File: src/rtl/apb_pwm_multi.sv
// apb_pwm_multi: multi-channel PWM generator on an APB slave port.
// Each channel has its own period, duty, polarity and one-shot mode. Period
// and duty go through shadow registers that reload only at a period boundary,
// so an update never produces a runt or stretched pulse. Each channel sets its
// bit in INT_STS at the end of every period, and irq reports the enabled bits.
module apb_pwm_multi #(
  parameter int NUM_CH = 4,
  parameter int CNT_W  = 16
) (
  input  logic              apb_pclk,
  input  logic              apb_prstn,
  input  logic              apb_psel,
  input  logic [31:0]       apb_paddr,
  input  logic              apb_penable,
  input  logic              apb_pwrite,
  input  logic [31:0]       apb_pwdata,
  output logic [31:0]       apb_prdata,
  output logic [NUM_CH-1:0] pwm_o,
  output logic              irq
);

  // ---------------------------------------------------------------------------
  // Bus decode
  // ---------------------------------------------------------------------------
  logic              w_wr_en;
  logic              w_rd_en;
  logic [7:0]        w_addr;
  logic [3:0]        w_page;
  logic [1:0]        w_reg;
  logic              w_word_ok;
  logic              w_sts_sel;
  logic              w_ien_sel;
  logic [NUM_CH-1:0] w_w1c;
  logic [NUM_CH-1:0] w_set;
  logic [31:0]       w_glob_rdata;
  logic [NUM_CH-1:0][31:0] w_ch_rdata;
  logic [31:0]       w_rdata;
  logic              w_unused;

  logic [NUM_CH-1:0] r_int_sts;
  logic [NUM_CH-1:0] r_int_en;

  assign w_wr_en   = apb_psel & apb_penable & apb_pwrite;
  assign w_rd_en   = apb_psel & apb_penable & ~apb_pwrite;
  assign w_addr    = apb_paddr[7:0];
  // Page 0 holds the global registers, page n+1 holds channel n.
  assign w_page    = w_addr[7:4];
  assign w_reg     = w_addr[3:2];
  assign w_word_ok = (w_addr[1:0] == 2'b00);
  assign w_sts_sel = (w_addr == 8'h00);
  assign w_ien_sel = (w_addr == 8'h04);

  // Only the low address byte is decoded; the remaining bus bits are ignored.
  assign w_unused = ^{apb_paddr[31:8], apb_pwdata};

  // Software clear mask for INT_STS: a 1 in the write data clears that bit.
  assign w_w1c = (w_wr_en && w_sts_sel) ? apb_pwdata[NUM_CH-1:0] : '0;

  // ---------------------------------------------------------------------------
  // Global registers
  // ---------------------------------------------------------------------------
  // Interrupt status: hardware set takes priority over a simultaneous clear.
  always_ff @(posedge apb_pclk or negedge apb_prstn) begin
    if (!apb_prstn) begin
      r_int_sts <= '0;
    end else begin
      r_int_sts <= (r_int_sts & ~w_w1c) | w_set;
    end
  end

  // Interrupt enable register.
  always_ff @(posedge apb_pclk or negedge apb_prstn) begin
    if (!apb_prstn) begin
      r_int_en <= '0;
    end else if (w_wr_en && w_ien_sel) begin
      r_int_en <= apb_pwdata[NUM_CH-1:0];
    end
  end

  assign irq = |(r_int_sts & r_int_en);

  // Read data for the global page; zero outside a read access phase.
  always_comb begin
    w_glob_rdata = '0;
    if (w_rd_en) begin
      if (w_sts_sel) begin
        w_glob_rdata = 32'(r_int_sts);
      end else if (w_ien_sel) begin
        w_glob_rdata = 32'(r_int_en);
      end
    end
  end

  // ---------------------------------------------------------------------------
  // Channels
  // ---------------------------------------------------------------------------
  genvar gi;
  generate
    for (gi = 0; gi < NUM_CH; gi++) begin : g_ch
      logic [CNT_W-1:0] r_period;
      logic [CNT_W-1:0] r_duty;
      logic [2:0]       r_ctrl;
      logic [CNT_W-1:0] r_cnt;
      logic [CNT_W-1:0] r_per_sh;
      logic [CNT_W-1:0] r_duty_sh;
      logic             r_pwm;

      logic             w_sel;
      logic             w_wr_per;
      logic             w_wr_duty;
      logic             w_wr_ctrl;
      logic             w_en;
      logic             w_pol;
      logic             w_oneshot;
      logic             w_run;
      logic             w_wrap;
      logic [31:0]      w_rd;

      assign w_sel     = w_word_ok && (w_page == 4'(gi + 1));
      assign w_wr_per  = w_wr_en && w_sel && (w_reg == 2'd0);
      assign w_wr_duty = w_wr_en && w_sel && (w_reg == 2'd1);
      assign w_wr_ctrl = w_wr_en && w_sel && (w_reg == 2'd2);

      assign w_en      = r_ctrl[0];
      assign w_pol     = r_ctrl[1];
      assign w_oneshot = r_ctrl[2];

      // Counting only happens with a non-zero shadow period; a zero period parks the channel.
      assign w_run  = w_en && (r_per_sh != '0);
      // cnt never exceeds per_sh-1, so per_sh-1 cannot underflow while running.
      assign w_wrap = w_run && (r_cnt >= (r_per_sh - 1'b1));

      assign w_set[gi] = w_wrap;
      assign pwm_o[gi] = r_pwm;

      // Software-visible configuration; a CTRL write beats the one-shot auto-clear.
      always_ff @(posedge apb_pclk or negedge apb_prstn) begin
        if (!apb_prstn) begin
          r_period <= '0;
          r_duty   <= '0;
          r_ctrl   <= '0;
        end else begin
          if (w_wr_per) begin
            r_period <= apb_pwdata[CNT_W-1:0];
          end
          if (w_wr_duty) begin
            r_duty <= apb_pwdata[CNT_W-1:0];
          end
          if (w_wr_ctrl) begin
            r_ctrl <= apb_pwdata[2:0];
          end else if (w_wrap && w_oneshot) begin
            r_ctrl[0] <= 1'b0;
          end
        end
      end

      // Counter, shadow reload and registered output pin.
      always_ff @(posedge apb_pclk or negedge apb_prstn) begin
        if (!apb_prstn) begin
          r_cnt     <= '0;
          r_per_sh  <= '0;
          r_duty_sh <= '0;
          r_pwm     <= 1'b0;
        end else if (!w_en) begin
          // Idle: shadows follow the programmed values so enable starts a clean period.
          r_cnt     <= '0;
          r_per_sh  <= r_period;
          r_duty_sh <= r_duty;
          r_pwm     <= w_pol;
        end else if (r_per_sh == '0) begin
          r_cnt <= '0;
          r_pwm <= w_pol;
        end else begin
          r_pwm <= (r_cnt < r_duty_sh) ^ w_pol;
          if (w_wrap) begin
            r_cnt     <= '0;
            r_per_sh  <= r_period;
            r_duty_sh <= r_duty;
          end else begin
            r_cnt <= r_cnt + 1'b1;
          end
        end
      end

      // Channel read data, zero unless this channel's page is addressed in a read.
      always_comb begin
        w_rd = '0;
        if (w_rd_en && w_sel) begin
          case (w_reg)
            2'd0:    w_rd = 32'(r_period);
            2'd1:    w_rd = 32'(r_duty);
            2'd2:    w_rd = 32'(r_ctrl);
            default: w_rd = 32'(r_cnt);
          endcase
        end
      end

      assign w_ch_rdata[gi] = w_rd;
    end
  endgenerate

  // At most one source is non-zero, so the read mux reduces to an OR.
  always_comb begin
    w_rdata = w_glob_rdata;
    for (int i = 0; i < NUM_CH; i++) begin
      w_rdata = w_rdata | w_ch_rdata[i];
    end
  end

  assign apb_prdata = w_rdata;

endmodule
File: config.mk
export PLATFORM = sky130hd
export DESIGN_NAME = apb_pwm_multi
export DESIGN_NICKNAME = d
export VERILOG_FILES = /design/src/rtl/apb_pwm_multi.sv
export SDC_FILE = /design/constraint.sdc
export NUM_CORES = 1
export LEC_CHECK = 0
export ABC_AREA = 1
export CORE_UTILIZATION = 45
export CTS_CLUSTER_DIAMETER = 60
export CTS_CLUSTER_SIZE = 30
export DETAILED_ROUTE_END_ITERATION = 16
export SKIP_CTS_REPAIR_TIMING = 1
export SLEW_MARGIN = 20
export SYNTH_ARGS = -nofsm -noshare
export SYNTH_HDL_FRONTEND = slang
export SYNTH_SLANG_ARGS = --single-unit
File: constraint.sdc
create_clock -name apb_pclk -period 3.9 [get_ports apb_pclk]
set_clock_uncertainty 0.2 [all_clocks]
set_input_delay 0.39 -clock apb_pclk [delete_from_list [all_inputs] [get_ports apb_pclk]]
set_output_delay 0.39 -clock apb_pclk [all_outputs]
set_load 0.005 [all_outputs]
==> impl_metrics.yaml, run 1 <==
cts:
  root_buffer: "clkbuf_16"
  insertion_delay_ps: 570
  clockBufferDepth: 3
  clock_sinks: 344
  cts_made_buffers: 36
  clk_pin_slew_ps: 70
  cts_max_level: 2
  cts_tree: "yes"
global_routing:
  grt_usage_pct: 26.8
  antenna_found_initial: 0
  grt_pass1_wl_um: 96000
  overflow: 0
  grt_pass1_vias: 16802
  grt_max_degree: 82
timing:
  maxSlewViolCount: 0
  period_share_pct: 95.1
  fin_ws_ps: 192
  max_freq_mhz: 270
  rsz0062_at_grt: "false"
  hold_violations: 0
  min_period_ps: 3710
  setup_viol: 0
  fin_setup_tns_ps: 0
  slew_headroom_pct: 43.2
  tightestPinTransition_ps: 851
placement:
  place_area_sq_mm: 0.0212
  port_buffers: 49
  dp_hpwl_um: 43300
  place.gp.congestion: 0.880
  place_ws_ps: 268
power:
  power.internal_mw: 5.80
  switching_share_pct: 26.9
  power_frac_clock_pct: 45.7
  p_leak_nw: 11.5
  combPwrFrac_pct: 8.3
  ir_drop_mv: 0.306
  powerDensity_mw_per_mm2: 353
  p_total_mw: 7.92
  switchingPower_mw: 2.13
  p_seq_share_pct: 46.0
setup_path:
  critPathMaxFanout: 14
  r2r_slack_ps: 310
  max_stage_delay_ps: 580
  worstSetupEndpointType: "primary output"
  startpoint_type: "primary input"
  slowest_stage: "clkdlybuf4s50_1"
  cp.required_ps: 3310
  worstPathCellList: "clkdlybuf4s50_1, buf_4, nor2_4, buf_12, nand2_1, o21ai_0, a21oi_1, nor3_1, a21oi_1, nand3_1, clkdlybuf4s50_1"
  critPathArrivalTime_ps: 3120
  worstSetupPathType: "primary input to primary output"
die:
  start_util_pct: 45.7
  io_pins: 106
  die_y_um: 214
  rows: 77
  die_width_um: 214
  dieArea_sq_mm: 0.0458
  core_region_area_sq_mm: 0.0443
yosys:
  synth-compound-area-share_pct: 10.1
  ys_ff_latch: 344
  ys.warnings.count: 0
  synth.top_cells.by_area: "dfrtp_1 (43%), nand2_1 (13%), ha_1 (8.2%)"
  synthArstFlopShare_pct: 100
  muxShareOfSynthArea_pct: 0
  syn_area_sq_mm: 0.0202
  synth_seq_area_share_pct: 42.5
  synth_fa_ha_area_share_pct: 8.16
  synth-xor-area-share_pct: 4.02
  syn_inst: 2535
  synth_most_common_cell: "nand2_1"
  synth-simple-area-share_pct: 26.7
  synth_edf_count: 0
  synth_top_family_by_area: "simple AND/OR/NAND/NOR gates"
  yosys.area.top_type: "dfrtp_1"
  synth.avg_cell_area_sq_um: 7.99
  ys.flop_type: "dfrtp_1"
  synth.distinct_cells: 48
  synth_top_area_share_pct: 42.5
  synth_common_cells: "nand2_1 (723), dfrtp_1 (344), inv_1 (238)"
cells_and_area:
  nets: 2766
  multi_input_area_sq_mm: 0.0100
  fillers: 4357
  drive_gt1_share_pct: 7.25
  register_area_sq_mm: 0.00861
  area_growth_syn_to_layout_pct: 10.8
  final_cell_area_sq_mm: 0.0224
routing:
  ant_nets: 0
  drt-initial-drc-count: 1429
  drtPass1Iterations: 5
  vias: 17262
  routed_wl_um: 60600
  drc: 0
  wl_per_cell_um: 19.0
  viasPerCell: 5.42
outcome:
  status: "completed"
worst_hold_path:
  hold_class: "primary input to async pin"
job:
  max-cap-violations: 0
kinds of logic (layout without fill, tap and decap cells):
group                    count (synthesis)  count (layout)
AO/OA/AOI/OAI                          354             354
XOR/XNOR                                93              93
adder cells (fa/ha/maj)                132             132
buffers and inverters                  370             413
flip-flops                             344             344
other                                    1              17
AND/OR/NAND/NOR                       1241            1241
state kept, by name (all words and copies together) (netlist names):
register and cells:
g_ch.r_cnt 64, r_int_sts 4, g_ch.r_duty_sh 64, g_ch.r_duty 64
g_ch.r_period 64, r_int_en 4, g_ch.r_pwm 4, g_ch.r_ctrl 12
g_ch.r_per_sh 64
final timing paths:
path / startpoint / end / depth (start not counted)
setup / recovery: apb_paddr[3] / apb_prdata[14] / 11
hold / removal: apb_prstn / g_ch[0].r_cnt[9] / 2
setup reg to reg: g_ch[0].r_per_sh[0] / g_ch[0].r_per_sh[15] / 19
hold reg to reg: g_ch[0].r_cnt[0] / g_ch[0].r_cnt[0] / 1
max in group asynchronous: apb_prstn / g_ch[2].r_per_sh[2] / 3
min in group apb_pclk: g_ch[0].r_cnt[0] / g_ch[0].r_cnt[0] / 1
layout make-up:
class                      instances  area share (%)
clock buffer                      46            4.50
antenna                            1          0.0112
sequential                       344            38.4
inverter                         250            4.19
clock inverter                    20           0.960
tap                              592            3.30
timing repair buffer              97            4.05
multi-input combinational       1836            44.6
layout by cell type, fill, tap and decap left out, types with 9 or more instances in the layout:
cell type        netlist  final
nand3_1              204    204
nand2_1              723    723
inv_1                238    238
conb_1                 1     16
clkdlybuf4s50_1        0     47
nand4_1               39     39
o21ai_0              159    159
o21ai_1               17     17
o22ai_1               20     20
nor3_1                31     31
xor2_1                71     71
o21ai_2               16     16
nand3_2                9      9
dfrtp_1              344    344
nor2_1               173    173
inv_2                 12     12
a21oi_1               73     73
ha_1                 132    132
o211ai_1              26     26
o2111ai_1             12     12
xnor2_1               22     22
a22oi_1                9      9
buf_4                 37     42
clkbuf_16              0     37
nor4_1                12     11
power by group through the flow:
stage | clock network (mW) | registers (mW) | logic (mW)
2_1_floorplan | 0 | 3.70 | 0.394
3_3_place_gp | 0 | 3.71 | 0.634
3_5_place_dp | 0 | 3.72 | 0.651
4_1_cts | 3.69 | 3.65 | 0.655
5_1_grt | 3.82 | 3.65 | 0.735
6_report | 3.62 | 3.65 | 0.656
metrics by stage:
stage               hold slack, ps  util (%)  instances
floorplan                     -106         -       2550
global placement               194      47.8       3118
detailed placement             186      47.8       3118
CTS                           -423      50.5       3184
global route                   218      50.6       3185
finish                         181      50.6       3186
routing by layer:
| metal | track usage, % | routed length, um | part of all wire (%) | vias up |
|---|---|---|---|---|
| met5 | 0 | 0 | 0 | - |
| met1 | 36.7 | 26500 | 44 | 8282 |
| li1 | - | - | - | 8355 |
| met3 | 4.40 | 4300 | 7.1 | 101 |
| met4 | 9.33 | 1830 | 3.0 | 0 |
| met2 | 43.2 | 28000 | 46 | 524 |
critical path, delay by kind of cell:
kind / cells / cell delay (ps)
buf+inv: 4 / 1610
simple gates: 4 / 900
compound gates: 3 / 230
Note: power is estimated with default switching activity, not from simulation.
==> inputs of run 2 (changes only) <==
- CORE_UTILIZATION: 45 -> 35
==> impl_metrics.yaml, run 2 (synthesis results as in run 1) <==
cells_and_area:
  area_growth_syn_to_layout_pct: 11.6
  drive_gt1_share_pct: 7.22
  multi_input_area_sq_mm: 0.0100
  register_area_sq_mm: 0.00861
  final_common_cell: "nand2_1"
  layout_common_cells: "nand2_1 (722), dfrtp_1 (344), inv_1 (238), nand3_1 (204), nor2_1 (171)"
  final_cell_area_sq_mm: 0.0226
  fillers: 5759
  nets: 2764
  antenna_cells: 0
setup_path:
  cp.required_ps: 3310
  cp_common_cell: "a21oi_1"
  r2r_slack_ps: 360
  critPathArrivalTime_ps: 3200
  critPathMaxFanout: 9
  max_stage_delay_ps: 780
  startpoint_type: "primary input"
  r2r-start: "g_ch[2].r_per_sh[0]"
  worstSetupPathType: "primary input to primary output"
  worstPathCellList: "clkdlybuf4s50_1, nor2_4, inv_2, buf_4, o22ai_1, a21oi_1, a21oi_1, a21oi_1, clkdlybuf4s50_1"
  slowest_stage: "clkdlybuf4s50_1"
  startpoint: "apb_paddr[3]"
  worstSetupEndpointType: "primary output"
cts:
  clockBufferDepth: 3
  cts_max_level: 2
  root_buffer: "clkbuf_16"
  clk_pin_slew_ps: 80
  clock_sinks: 344
  insertion_delay_ps: 570
  cts_made_buffers: 36
  cts_tree: "yes"
routing:
  wl_per_cell_um: 18.7
  drc: 0
  routed_wl_um: 62400
  drtPass1Iterations: 6
  drt-initial-drc-count: 1388
  ant_nets: 0
  viasPerCell: 5.22
  vias: 17474
power:
  p_total_mw: 7.78
  p_leak_nw: 11.5
  powerDensity_mw_per_mm2: 344
  ir_drop_mv: 0.368
timing:
  tightestPinTransition_ps: 901
  period_share_pct: 97.2
  slew_headroom_pct: 39.9
  setup_viol: 0
  hold_violations: 0
  maxSlewViolCount: 0
  fin_ws_ps: 111
  max_freq_mhz: 264
  min_period_ps: 3790
job:
  max-cap-violations: 0
global_routing:
  antenna_found_initial: 3
  grt_usage_pct: 21.3
  grt_max_degree: 108
  overflow: 0
  grt_pass1_wl_um: 98200
  grt_pass1_vias: 17154
placement:
  dp_hpwl_um: 45700
  place_ws_ps: 185
  place.gp.congestion: 0.923
  port_buffers: 49
  place_area_sq_mm: 0.0214
outcome:
  status: "completed"
die:
  io_pins: 106
  rows: 87
  dieArea_sq_mm: 0.0588
  die_y_um: 243
  start_util_pct: 35.6
  die_width_um: 243
  core_region_area_sq_mm: 0.0568
worst_hold_path:
  hold_class: "primary input to async pin"
-- run 2: per-layer routing --
layer	wire length [um]	global-route usage [%]	share of wire, %
met3	4700	4.12	7.5
met2	28000	33.4	45
met1	27900	29.5	45
met5	11	0	0.018
met4	1860	6.76	3.0
-- run 2: path summary, 6_finish.rpt --
check                                       end  cells after the start
setup / recovery                  apb_prdata[7]                      9
hold / removal             g_ch[1].r_per_sh[10]                      2
setup reg to reg           g_ch[2].r_duty_sh[4]                     17
hold reg to reg                g_ch[3].r_cnt[0]                      1
max in group asynchronous  g_ch[3].r_duty_sh[4]                      3
min in group apb_pclk          g_ch[3].r_cnt[0]                      1
-- run 2: critical path: cells and delay by family --
kind | cells | cell delay (ps)
compound gates | 4 | 920
simple gates | 1 | 80
buf+inv | 4 | 1780
-- run 2: layout make-up --
class | count | share of cell area [%]
repair buffers | 95 | 4.02
inverters | 250 | 4.15
multi-input cells | 1836 | 44.4
well taps | 756 | 4.19
clock inverters | 23 | 0.958
flip-flops and latches | 344 | 38.1
clock buffers | 41 | 4.17
-- run 2: power breakdown --
part / total (mW) / switching, mW / internal (mW)
Sequential: 3.65 / 0.0402 / 3.61
Combinational: 0.663 / 0.449 / 0.214
Clock: 3.47 / 1.66 / 1.81
-- run 2: metrics by stage --
step           setup TNS (ps)  hold WS, ps  std cells  utilization, %
2_1_floorplan               0         -106       2550               -
3_3_place_gp                0          271       3280            37.6
3_5_place_dp                0          274       3280            37.6
4_1_cts                     0         -280       3344            39.7
5_1_grt                 -4.77          313       3345            39.8
6_report                    0          275       3345            39.8
==> patch 1 (flow settings as in run 2) <==
The parameter `CNT_W` goes from 16 to 12.
--- a/src/rtl/apb_pwm_multi.sv
+++ b/src/rtl/apb_pwm_multi.sv
@@ -5,7 +5,7 @@
 // bit in INT_STS at the end of every period, and irq reports the enabled bits.
 module apb_pwm_multi #(
   parameter int NUM_CH = 4,
-  parameter int CNT_W  = 16
+  parameter int CNT_W  = 12
 ) (
   input  logic              apb_pclk,
   input  logic              apb_prstn,
Function: changed (a bounded check fails within 4 cycles, from zero or initial values and one cycle with apb_prstn low).
==> patch 1 against run 2 <==
Final area decreased by 24%. Sequential cell count decreased by 80. Wire length fell by 30%. Sequential share of layout area is 0.31 points higher. Setup slack better by 0.28 ns. Synthesized cell count shrank 21%. Global-route usage shrank 1.1 points. Power is 24% lower. Fmax is 8.0% higher. Area after synthesis fell by 24%. Via count is 24% lower. Largest power group unchanged. Highest routed layer is now met4.
==> patch 1: results (changes against run 2) <==
[status]
status = complete, no violations  ; unchanged

[place]
dp_cells = 2586  ; was 3280
gp_congestion = 0.884  ; was 0.923
dp_hpwl_um = 30900  ; was 45700 µm
dpl_worst_slack_ns = 0.466  ; was 0.185 ns
port_buffers = 41  ; was 49

[timing]
max_freq_mhz = 285  ; was 264 MHz
relSlewSlack_pct = 37.5  ; was 39.9%

[worst_setup_path]
r2r_cells = 16  ; was 17
cp_slowest_stage_delay_ns = 0.57  ; was 0.78 ns
cp_max_fo = 14  ; was 9
worstSetupStartpoint = apb_paddr[2]  ; was apb_paddr[3]
arrival_ns = 2.92  ; was 3.20 ns
rr_startpoint = g_ch[3].r_per_sh[2]  ; was g_ch[2].r_per_sh[0]
r2r-end = g_ch[3].r_per_sh[9]  ; was g_ch[2].r_duty_sh[4]

[synthesis]
synthTopCellsByCount = 621 x nand2_1, 264 x dfrtp_1, 190 x nor2_1, 186 x inv_1, 183 x nand3_1  ; was 723 x nand2_1, 344 x dfrtp_1, 238 x inv_1, 204 x nand3_1, 173 x nor2_1
syn_avg_cell_area_um2 = 7.67  ; was 7.99 µm²
seq_area_frac_synth_pct = 42.9  ; was 42.5%
netlist_top_cells_area = dfrtp_1 43%, nand2_1 15%, ha_1 8.1%  ; was dfrtp_1 43%, nand2_1 13%, ha_1 8.2%
synth_seq_cells = 264  ; was 344
synth.distinct_cells = 33  ; was 48

[global_route]
antenna_found_initial = 0  ; was 3
use_met3_pct = 2.95  ; was 4.12%
first_global_vias = 12840  ; was 17154
met1_usage_pct = 27.9  ; was 29.5%
grt_max_degree = 103  ; was 108
grtUsageTotal_pct = 20.2  ; was 21.3%

[routing]
top_layer = met4  ; was met5
viasPerCell = 5.01  ; was 5.22
drt_iter0_markers = 1031  ; was 1388
routedWlPerCell_um = 16.5  ; was 18.7 µm
totalWireLength_um = 43600  ; was 62400 µm
wirelength_met1_um = 20000  ; was 27900 µm
dr_wl_met2_um = 19900  ; was 28000 µm

[final_layout]
fin_nets = 2200  ; was 2764
drive_gt1_share_pct = 4.97  ; was 7.22%

[clocking]
cts_buffers = 27  ; was 36
h-tree-depth = 1  ; was 2

[pwr]
fin_total_pwr_mw = 5.95  ; was 7.78 mW
switching_share_pct = 28.2  ; was 27.6%
clockPowerShare_pct = 45.6  ; was 44.6%
leakagePower_nw = 8.99  ; was 11.5 nW
ir_drop_uv = 338  ; was 368 µV

## patch 1: cell types whose count changed after synthesis, moves of 21 or more
cell,change
nand3_1,-21
inv_1,-52
nand2_1,-102
nand4_1,-28
xor2_1,-21
a21oi_1,-30
ha_1,-32
dfrtp_1,-80
## patch 1: cell families (layout without fill, tap and decap cells)
logic type               after synthesis  count (layout)  share of synthesized area, %
AO/OA/AOI/OAI                        228             228                          8.07
other                                  1              21                        0.0243
buffers and inverters                286             308                          8.33
flip-flops                           264             264                          42.9
XOR/XNOR                              71              71                          4.04
adder cells (fa/ha/maj)              100             100                          8.12
AND/OR/NAND/NOR                     1060            1060                          28.5
## patch 1: cell type report
cell class	instances	area (µm²)
diodes	1	2.50
clock buffers	28	679
clock inverters	21	228
fillers	4471	26100
inverters	192	721
multi-input cells	1479	7590
flip-flops and latches	264	6610
well taps	585	732
repair buffers	67	638
==> patch 2 (settings of run 2) <==
Without the edit above. Make the reset (`apb_prstn`) synchronous in 4 clocked blocks.
--- a/src/rtl/apb_pwm_multi.sv
+++ b/src/rtl/apb_pwm_multi.sv
@@ -60,7 +60,7 @@
   // Global registers
   // ---------------------------------------------------------------------------
   // Interrupt status: hardware set takes priority over a simultaneous clear.
-  always_ff @(posedge apb_pclk or negedge apb_prstn) begin
+  always_ff @(posedge apb_pclk) begin
     if (!apb_prstn) begin
       r_int_sts <= '0;
     end else begin
@@ -69,7 +69,7 @@
   end
 
   // Interrupt enable register.
-  always_ff @(posedge apb_pclk or negedge apb_prstn) begin
+  always_ff @(posedge apb_pclk) begin
     if (!apb_prstn) begin
       r_int_en <= '0;
     end else if (w_wr_en && w_ien_sel) begin
@@ -134,7 +134,7 @@
       assign pwm_o[gi] = r_pwm;
 
       // Software-visible configuration; a CTRL write beats the one-shot auto-clear.
-      always_ff @(posedge apb_pclk or negedge apb_prstn) begin
+      always_ff @(posedge apb_pclk) begin
         if (!apb_prstn) begin
           r_period <= '0;
           r_duty   <= '0;
@@ -155,7 +155,7 @@
       end
 
       // Counter, shadow reload and registered output pin.
-      always_ff @(posedge apb_pclk or negedge apb_prstn) begin
+      always_ff @(posedge apb_pclk) begin
         if (!apb_prstn) begin
           r_cnt     <= '0;
           r_per_sh  <= '0;
Behaviour: differs if apb_prstn is asserted again (counterexample within 4 cycles, from zero or initial values and one cycle with apb_prstn low); with apb_prstn held inactive, the same outputs for 4 cycles.
==> patch 2 against run 2 <==
Wire length fell by 4.6%. Hold slack got worse by 0.12 ns. Setup slack improved by 0.12 ns. Final area fell by 2.4%. Area after synthesis fell by 2.5%. Sequential cell count did not move. Critical path depth did not move. Largest cell class unchanged.
Power is not compared: it rests on default switching activity, and its combinational part moved more than twofold at a synthesized area within 25%.
==> patch 2: results (changes against run 2) <==
[status]
status = complete, no violations  ; unchanged

[synthesis]
synthTopCellsByCount = 412 x nand2_1, 362 x a21oi_1, 349 x inv_1, 344 x dfxtp_1, 281 x nor2_1  ; was 723 x nand2_1, 344 x dfrtp_1, 238 x inv_1, 204 x nand3_1, 173 x nor2_1
synth.distinct_cells = 45  ; was 48
netlist_top_cells_area = dfxtp_1 35%, a21oi_1 9.2%, ha_1 8.4%  ; was dfrtp_1 43%, nand2_1 13%, ha_1 8.2%
synthArstFlopShare_pct = 0  ; was 100%
seq_area_frac_synth_pct = 34.9  ; was 42.5%
ys_warn_count = 0  ; unchanged
ys.flop_type = dfxtp_1  ; was dfrtp_1

[worst_setup_path]
critical-path-top-delay-family = buffers and inverters  ; unchanged
crit_end = apb_prdata[1]  ; was apb_prdata[7]
reg2reg_slack_ns = 0.31  ; was 0.36 ns
rr_startpoint = g_ch[2].r_per_sh[0]  ; unchanged
arrival_ns = 3.08  ; was 3.20 ns
worstSetupStartpoint = apb_paddr[1]  ; was apb_paddr[3]
crit_path_start_kind = input port  ; unchanged
cp_max_fo = 6  ; was 9
cpMaxStageDelayCell = clkdlybuf4s50_1  ; unchanged
r2r_cells = 20  ; was 17
cp_slowest_stage_delay_ns = 0.59  ; was 0.78 ns
r2r-end = g_ch[2].r_per_sh[10]  ; was g_ch[2].r_duty_sh[4]

[pwr]
leakagePower_nw = 8.70
ir_drop_uv = 325

[routing]
vias = 17831  ; was 17474
first_pass_iters = 5  ; was 6
drt_iter0_markers = 1491  ; was 1388
totalWireLength_um = 59500  ; was 62400 µm

[clocking]
clock_latency_ns = 0.55  ; was 0.57 ns
root_buffer = clkbuf_16  ; unchanged
cts_max_path_buffers = 3  ; unchanged
h-tree-depth = 2  ; unchanged
path_clk_slew_ns = 0.07
cts_buffers = 35  ; was 36

[place]
dpl_worst_slack_ns = 0.302  ; was 0.185 ns
gp_congestion = 0.962  ; was 0.923
dp_hpwl_um = 41600  ; was 45700 µm
port_buffers = 49  ; unchanged

[timing]
relSlewSlack_pct = 45.2  ; was 39.9%
post-route-period-util_pct = 94.0  ; was 97.2%

[global_route]
overflow = 0  ; unchanged
grt_max_degree = 83  ; was 108
antenna_found_initial = 2  ; was 3
grt_first_pass_wirelength_um = 93700  ; was 98200 µm
grtUsageTotal_pct = 20.8  ; was 21.3%
first_global_vias = 16420  ; was 17154

[min_path]
hold_path_class = in -> reg  ; was in -> async
min_from = apb_prstn

[final_layout]
fin_nets = 2978  ; was 2764
drive_gt1_share_pct = 7.88  ; was 7.22%

==> patch 2: changes by cell type after synthesis, moves of 27 or more <==
cell	change
nor2_1	+108
dfxtp_1	+344
inv_1	+111
buf_2	+27
o21ai_0	-64
o21ai_1	+63
nand2_1	-311
a21oi_1	+289
dfrtp_1	-344
==> patch 2: report_power, final <==
group	switching [mW]	internal, mW	leakage (nW)
registers	0.0440	3.59	2.78
clock network	1.63	2.01	0.603
logic	0.873	0.507	5.32
==> patch 2: worst min-delay path: cells and delay by family <==
family	cells	cell delay [ns]
buffers and inverters	1	0.27
AND/OR/NAND/NOR	2	0.17
==> patch 2: cell type report <==
class,count,area (µm²)
fillers,5819,33400
multi-input cells,1918,10600
flip-flops and latches,344,6890
inverters,381,1430
repair buffers,97,987
clock buffers,39,943
well taps,748,936
clock inverters,24,285
diodes,1,2.50
==> patch 2: how the worst min path moves through the flow <==
stage	to	slack (ns)	cells past startpoint
after floorplan	g_ch[1].r_duty[1]	0.23	2
after global routing	g_ch[3].r_per_sh[7]	0.19	3
final	g_ch[3].r_per_sh[7]	0.15	3
after detailed placement	g_ch[1].r_period[7]	0.25	2
after global placement	r_int_en[2]	0.25	2
after CTS	g_ch[3].r_per_sh[8]	0.16	3
==> patch 2: cells by family (layout without fill, tap and decap cells) <==
family | after synthesis | after routing | share of synthesized area [%]
XOR/XNOR | 71 | 71 | 3.15
flip-flops | 344 | 344 | 34.9
adder cells (fa/ha/maj) | 132 | 132 | 8.36
buffers and inverters | 546 | 541 | 11.9
other | 1 | 17 | 0.0190
AND/OR/NAND/NOR | 1035 | 1035 | 23.2
AO/OA/AOI/OAI | 664 | 664 | 18.5
==> patch 2: metrics by stage <==
stage | hold slack, ns | cells | area, µm² | util [%]
detailed placement | 0.254 | 3488 | 20800 | 37.6
CTS | 0.155 | 3551 | 22000 | 39.8
finish | 0.153 | 3552 | 22100 | 39.8
floorplan | 0.234 | 2808 | 19800 | -
global route | 0.188 | 3552 | 22100 | 39.8
global placement | 0.251 | 3488 | 20800 | 37.6
==> patch 2: per-layer routing <==
layer / track usage, % / up-vias / routed length (µm)
li1: - / 9195 / -
met1: 29.3 / 8085 / 28400
met2: 33.3 / 488 / 26500
met3: 2.75 / 63 / 3580
met4: 4.97 / 0 / 1080
met5: 0 / - / 0
